==> config.mk <==
export PLATFORM = sky130hd
export DESIGN_NAME = triangle_pixel_scanner
export DESIGN_NICKNAME = d
export VERILOG_FILES = /design/src/rtl/triangle_pixel_scanner.sv
export SDC_FILE = /design/constraint.sdc
export NUM_CORES = 1
export LEC_CHECK = 0
export ABC_AREA = 1
export CAP_MARGIN = 20
export CORE_AREA = 2 2 182 184
export CTS_CLUSTER_DIAMETER = 120
export DETAILED_ROUTE_END_ITERATION = 8
export DIE_AREA = 0 0 184 186
export DONT_BUFFER_PORTS = 1
export GPL_ROUTABILITY_DRIVEN = 0
export PLACE_DENSITY = 0.64
export SETUP_SLACK_MARGIN = 0.1
export SLEW_MARGIN = 5
export SYNTH_ARGS = -nofsm -noshare
export SYNTH_HDL_FRONTEND = slang
export SYNTH_SLANG_ARGS = --single-unit
==> constraint.sdc <==
create_clock -name clk -period 9.9 [get_ports clk]
set_clock_uncertainty 0.2 [all_clocks]
set_input_delay 1.98 -clock clk [delete_from_list [all_inputs] [get_ports clk]]
set_output_delay 1.98 -clock clk [all_outputs]
set_load 0.03 [all_outputs]
==> src/rtl/triangle_pixel_scanner.sv <==
// triangle_pixel_scanner: read-side driver and write-back sink for pixel_calculator.
// Per triangle: clip the bounding box to the screen, scan it row-major at one
// pixel per clock, hand each buffer word to the calculator READ_LATENCY clocks
// later, and write every calculator result straight back to the buffer.
// Optional build macro DEGENERATE_CULL_EN: zero-area triangles skip the scan.
module triangle_pixel_scanner #(
    parameter int H_RES        = 320,
    parameter int V_RES        = 240,
    parameter int READ_LATENCY = 2,
    parameter int ADDR_WIDTH   = 17
) (
    input  logic                  clk,
    input  logic                  rst,
    input  logic [127:0]          triangle_in,
    input  logic                  triangle_valid_in,
    output logic                  triangle_ready_out,
    output logic [ADDR_WIDTH-1:0] read_addr_out,
    output logic                  read_en_out,
    input  logic [31:0]           read_data_in,
    output logic [8:0]            calc_x_out,
    output logic [7:0]            calc_y_out,
    output logic [31:0]           calc_pixel_out,
    output logic [127:0]          calc_triangle_out,
    output logic                  calc_valid_out,
    input  logic [8:0]            calc_x_in,
    input  logic [7:0]            calc_y_in,
    input  logic [31:0]           calc_pixel_in,
    input  logic                  calc_valid_in,
    output logic [ADDR_WIDTH-1:0] write_addr_out,
    output logic [31:0]           write_data_out,
    output logic                  write_en_out,
    output logic                  busy_out,
    output logic                  done_out
);

    localparam int CNT_W = $clog2(H_RES * V_RES + 1);
    localparam logic signed [15:0] X_LIM = 16'(H_RES - 1);
    localparam logic signed [15:0] Y_LIM = 16'(V_RES - 1);

    typedef enum logic [2:0] {IDLE, SETUP, SETUP2, SCAN, DRAIN, DONE} state_t;
    state_t state;

    function automatic logic signed [15:0] min3(input logic signed [15:0] a, b, c);
        logic signed [15:0] m;
        m = (a < b) ? a : b;
        return (m < c) ? m : c;
    endfunction

    function automatic logic signed [15:0] max3(input logic signed [15:0] a, b, c);
        logic signed [15:0] m;
        m = (a > b) ? a : b;
        return (m > c) ? m : c;
    endfunction

    function automatic logic [8:0] clip_x(input logic signed [15:0] v);
        if (v < 16'sd0) return 9'd0;
        if (v > X_LIM)  return 9'(X_LIM);
        return 9'(v);
    endfunction

    function automatic logic [7:0] clip_y(input logic signed [15:0] v);
        if (v < 16'sd0) return 8'd0;
        if (v > Y_LIM)  return 8'(Y_LIM);
        return 8'(v);
    endfunction

    function automatic logic [ADDR_WIDTH-1:0] pix_addr(input logic [8:0] px, input logic [7:0] py);
        return ADDR_WIDTH'({24'd0, py} * H_RES + {23'd0, px});
    endfunction

    // Vertex fields of the latched triangle (colour and depth pass through untouched)
    logic signed [15:0] p1x, p1y, p2x, p2y, p3x, p3y;
    assign p1x = calc_triangle_out[111:96];
    assign p1y = calc_triangle_out[95:80];
    assign p2x = calc_triangle_out[79:64];
    assign p2y = calc_triangle_out[63:48];
    assign p3x = calc_triangle_out[47:32];
    assign p3y = calc_triangle_out[31:16];

    logic signed [15:0] bx_min, bx_max, by_min, by_max;
    logic               box_empty;
    assign bx_min = min3(p1x, p2x, p3x);
    assign bx_max = max3(p1x, p2x, p3x);
    assign by_min = min3(p1y, p2y, p3y);
    assign by_max = max3(p1y, p2y, p3y);
    assign box_empty = (bx_max < 16'sd0) || (bx_min > X_LIM) ||
                       (by_max < 16'sd0) || (by_min > Y_LIM);

`ifdef DEGENERATE_CULL_EN
    logic signed [31:0] area_term, area_q;
    assign area_term = (32'(p2x) - 32'(p1x)) * (32'(p3y) - 32'(p1y)) -
                       (32'(p2y) - 32'(p1y)) * (32'(p3x) - 32'(p1x));
`endif

    // Scan position: x/y is the pixel whose read is on the bus this cycle
    logic [8:0] x, x_lo, x_hi, x_nxt;
    logic [7:0] y, y_hi, y_nxt;
    logic       last_px;

    // Row-major stepping through the clipped box
    always_comb begin
        last_px = (x == x_hi) && (y == y_hi);
        x_nxt   = x + 9'd1;
        y_nxt   = y;
        if (x == x_hi) begin
            x_nxt = x_lo;
            y_nxt = y + 8'd1;
        end
    end

    // Reads in flight or in the calculator; a stray result at zero holds at zero
    logic [CNT_W-1:0] cnt, cnt_nxt;
    always_comb begin
        cnt_nxt = cnt;
        case ({read_en_out, calc_valid_in})
            2'b10:   cnt_nxt = cnt + CNT_W'(1);
            2'b01:   cnt_nxt = (cnt == '0) ? '0 : cnt - CNT_W'(1);
            default: cnt_nxt = cnt;
        endcase
    end

    // Job FSM with registered handshake, read and status outputs
    always_ff @(posedge clk) begin
        if (rst) begin
            state              <= IDLE;
            triangle_ready_out <= 1'b1;
            busy_out           <= 1'b0;
            done_out           <= 1'b0;
            read_en_out        <= 1'b0;
            read_addr_out      <= '0;
            calc_triangle_out  <= '0;
            x                  <= '0;
            y                  <= '0;
            x_lo               <= '0;
            x_hi               <= '0;
            y_hi               <= '0;
            cnt                <= '0;
`ifdef DEGENERATE_CULL_EN
            area_q             <= '0;
`endif
        end else begin
            cnt      <= cnt_nxt;
            done_out <= 1'b0;
            case (state)
                IDLE: begin
                    if (triangle_valid_in) begin
                        calc_triangle_out  <= triangle_in;
                        triangle_ready_out <= 1'b0;
                        busy_out           <= 1'b1;
                        state              <= SETUP;
                    end
                end
                SETUP, SETUP2: begin
`ifdef DEGENERATE_CULL_EN
                    // First setup cycle only registers the area product
                    if (state == SETUP) begin
                        area_q <= area_term;
                        state  <= SETUP2;
                    end else if (box_empty || area_q == '0) begin
`else
                    if (box_empty) begin
`endif
                        done_out <= 1'b1;
                        state    <= DONE;
                    end else begin
                        x             <= clip_x(bx_min);
                        x_lo          <= clip_x(bx_min);
                        x_hi          <= clip_x(bx_max);
                        y             <= clip_y(by_min);
                        y_hi          <= clip_y(by_max);
                        read_en_out   <= 1'b1;
                        read_addr_out <= pix_addr(clip_x(bx_min), clip_y(by_min));
                        state         <= SCAN;
                    end
                end
                SCAN: begin
                    if (last_px) begin
                        read_en_out <= 1'b0;
                        state       <= DRAIN;
                    end else begin
                        x             <= x_nxt;
                        y             <= y_nxt;
                        read_addr_out <= pix_addr(x_nxt, y_nxt);
                    end
                end
                DRAIN: begin
                    if (cnt == '0 && !read_en_out) begin
                        done_out <= 1'b1;
                        state    <= DONE;
                    end
                end
                DONE: begin
                    triangle_ready_out <= 1'b1;
                    busy_out           <= 1'b0;
                    state              <= IDLE;
                end
                default: state <= IDLE;
            endcase
        end
    end

    // Coordinates ride alongside the read so they meet the returning word
    logic [READ_LATENCY:1]       vld_pipe;
    logic [READ_LATENCY:1][8:0]  x_pipe;
    logic [READ_LATENCY:1][7:0]  y_pipe;

    // Delay line matching the buffer read latency
    always_ff @(posedge clk) begin
        if (rst) begin
            vld_pipe <= '0;
            x_pipe   <= '0;
            y_pipe   <= '0;
        end else begin
            vld_pipe[1] <= read_en_out;
            x_pipe[1]   <= x;
            y_pipe[1]   <= y;
            for (int i = 2; i <= READ_LATENCY; i++) begin
                vld_pipe[i] <= vld_pipe[i-1];
                x_pipe[i]   <= x_pipe[i-1];
                y_pipe[i]   <= y_pipe[i-1];
            end
        end
    end

    assign calc_valid_out = vld_pipe[READ_LATENCY];
    assign calc_x_out     = x_pipe[READ_LATENCY];
    assign calc_y_out     = y_pipe[READ_LATENCY];
    assign calc_pixel_out = read_data_in;

    // Results go straight back to the buffer in the cycle they arrive
    assign write_en_out   = calc_valid_in;
    assign write_addr_out = pix_addr(calc_x_in, calc_y_in);
    assign write_data_out = calc_pixel_in;

endmodule
==> flow_metrics.env <==
export IMPL_status="finished, final reports clean"
export IMPL_postCtsSetupRepairBufs=0
export IMPL_crit_path_end_kind="register"
export IMPL_synth_largest_area_cell="dfxtp_1"
export IMPL_cts_buffers=28
export IMPL_synth_flop_cell="dfxtp_1"
export IMPL_io_buffers=0
export IMPL_h_tree_depth=1
export IMPL_crit_slowest_cell="o21ai_0"
export IMPL_cts_resized_gates=0
export IMPL_grt_total_usage=0.237
export IMPL_wl_um=42300
export IMPL_tns_ns=0
export IMPL_yosysWarnings=0
export IMPL_gr_total_overflow=0
export IMPL_via_per_inst=5.42
export IMPL_grt_max_degree=122
export IMPL_drc_errors=0
export IMPL_async_flop_share=0
export IMPL_cts_sinks=242
export IMPL_path_max_fanout=31
export IMPL_dr_total_vias=14100
export IMPL_insertion_delay_ns=0.56
export IMPL_regArea_sq_um=4840
export IMPL_worstPathArrival_ns=7.88
export IMPL_ctsHoldBuffers=0
export IMPL_start_kind="register"
export IMPL_synth_top_area_frac=0.304
export IMPL_drive_above_1_share=0.0455
export IMPL_setup_viol=0
export IMPL_post_drt_wl_per_cell_um=16.2
export IMPL_syn_nets=2688
export IMPL_maxSlewViolCount=0
export IMPL_boundaryPins=462
export IMPL_synth_cells=2326
export IMPL_ys_seq_area_frac=0.304
export IMPL_relSlewSlack=0.386
export IMPL_clockRootBuffer="clkbuf_16"
export IMPL_dieArea_sq_um=34200
export IMPL_drtPass1Iterations=5
export IMPL_multiInputGateArea_sq_um=8840
export IMPL_synth_cell_types=53
export IMPL_n_fill_cell=3313
export IMPL_synth_area_sq_um=15900
export IMPL_drtIter0Drc=921
export IMPL_final_hold_viol_count=0
export IMPL_cts_buffer_depth=3
export IMPL_post_route_min_period_ns=7.61
export IMPL_row_count=66
export IMPL_cts_tree="built"
export IMPL_die_x_um=184
export IMPL_synth_seq_cells=242
export IMPL_hpwl_um=32500
export IMPL_post_route_period_util=0.769
export IMPL_synth_common_cells="nand2_1 (394), inv_1 (300), o21ai_0 (298), nor2_1 (271), dfxtp_1 (242)"
export IMPL_tightest_slew_ns=0.912
export IMPL_hold_class="register to register"
export IMPL_synth_most_common_cell="nand2_1"
export IMPL_max_cap_violations=0
export IMPL_syn2layout_area_growth_pct=2.84
export IMPL_clk_pin_slew_ns=0.06
export IMPL_max_freq_ghz=0.131
export IMPL_core_area_sq_um=32200
export IMPL_ant_nets=0
export IMPL_syn_avg_cell_area_sq_um=6.85
export IMPL_synth_top_cells_by_area="dfxtp_1 (30%), ha_1 (11%), o21ai_0 (9.4%)"
export IMPL_grt_antenna_before_repair=2
export IMPL_grt_pass1_vias=12800
export IMPL_die_y_um=186
export IMPL_required_ns=10.17
export IMPL_layout_nets=2540
export IMPL_synth_edf_count=0
export IMPL_grt_pass1_wl_um=66100
export IMPL_critPathKind="register to register"
export IMPL_initial_core_util=0.494
export IMPL_max_stage_delay_ns=0.62
export IMPL_rsz0062_at_grt="no"
export IMPL_crit_top_cell="nand2_1"
-- cell families (layout without fill, tap and decap cells) --
logic type,Yosys count,in the layout,share of synthesized area
and+or+nand+nor,841,841,0.222
AOI/OAI and AO/OA,544,544,0.180
buffers and inverters,492,365,0.141
DFF,242,242,0.304
adders and majority gates,149,149,0.120
xor gates and xnor gates,58,58,0.0319
other,0,1,0
-- stage by stage --
stage                     cell area, sq um  worst slack, ns  hold slack [ns]  utilization  std cells
final                                16400             2.29            0.202        0.509       2608
after global placement               15400             2.76            0.196        0.478       2556
after floorplan                      15900             3.42            0.188            -       2326
after global routing                 16400             1.44            0.220        0.508       2607
after CTS                            16400             2.35            0.204        0.508       2607
after detailed placement             15400             2.38            0.196        0.478       2556
-- worst max-delay path, delay by kind of cell (launching register included) --
kind	cells	cell delay [ns]
compound gates	10	2.59
fa+ha+maj	4	1.29
buf+inv	3	0.29
flops	1	0.53
simple gates	21	2.65
-- flip-flops by register name, summed over array words and instances, names as in the netlist, 2 cells and up --
register	cells
calc_x_out	9
x	3
y_hi	8
cnt	17
vld_pipe	2
x_pipe	9
y_pipe	8
state	3
calc_triangle_out	128
read_addr_out	17
y	8
calc_y_out	8
x_hi	9
x_lo	9
-- worst paths after layout --
path                          from                end  slack [ns]  depth (start not counted)
max          calc_triangle_out[63]  read_addr_out[16]        2.29                         38
min                      y_pipe[4]      calc_y_out[4]        0.20                          2
max reg2reg  calc_triangle_out[63]  read_addr_out[16]        2.29                         38
min reg2reg              y_pipe[4]      calc_y_out[4]        0.20                          2
-- routing by layer --
| layer | vias up | track usage | wire, um |
|---|---|---|---|
| li1 | 7207 | - | - |
| met1 | 6445 | 0.328 | 19500 |
| met2 | 425 | 0.365 | 18300 |
| met3 | 57 | 0.0640 | 3540 |
| met4 | 2 | 0.0573 | 986 |
| met5 | - | 0 | 13 |
-- layout make-up --
class / count / share of cell area
Timing Repair Buffer: 7 / 0.00321
Sequential cell: 242 / 0.296
Tap cell: 408 / 0.0312
Clock inverter: 12 / 0.0100
Inverter: 307 / 0.0710
Multi-Input combinational cell: 1592 / 0.540
Clock buffer: 39 / 0.0490
Antenna cell: 1 / 0.000153
-- placed cells by master, fill, tap and decap left out, types with 4 or more instances in the layout --
cell	instances
nand2_1	394
inv_1	299
o21ai_0	298
nor2_1	270
dfxtp_1	242
a21oi_1	157
ha_1	143
nand3_1	83
xor2_1	47
clkbuf_16	28
o21ai_1	27
nor3_1	25
a31oi_1	18
nand4_1	14
nand2_2	13
xnor2_1	11
nor4_1	10
o211ai_1	10
a211oi_1	9
buf_4	7
nand2_4	6
a221oi_1	6
fa_1	6
clkbuf_8	6
nand3_2	5
or2_2	5
clkbuf_1	5
inv_2	4
Power is left out: the tool's default activity adds up to more than one toggle a clock period on the data nets, which glitch-free logic cannot reach.
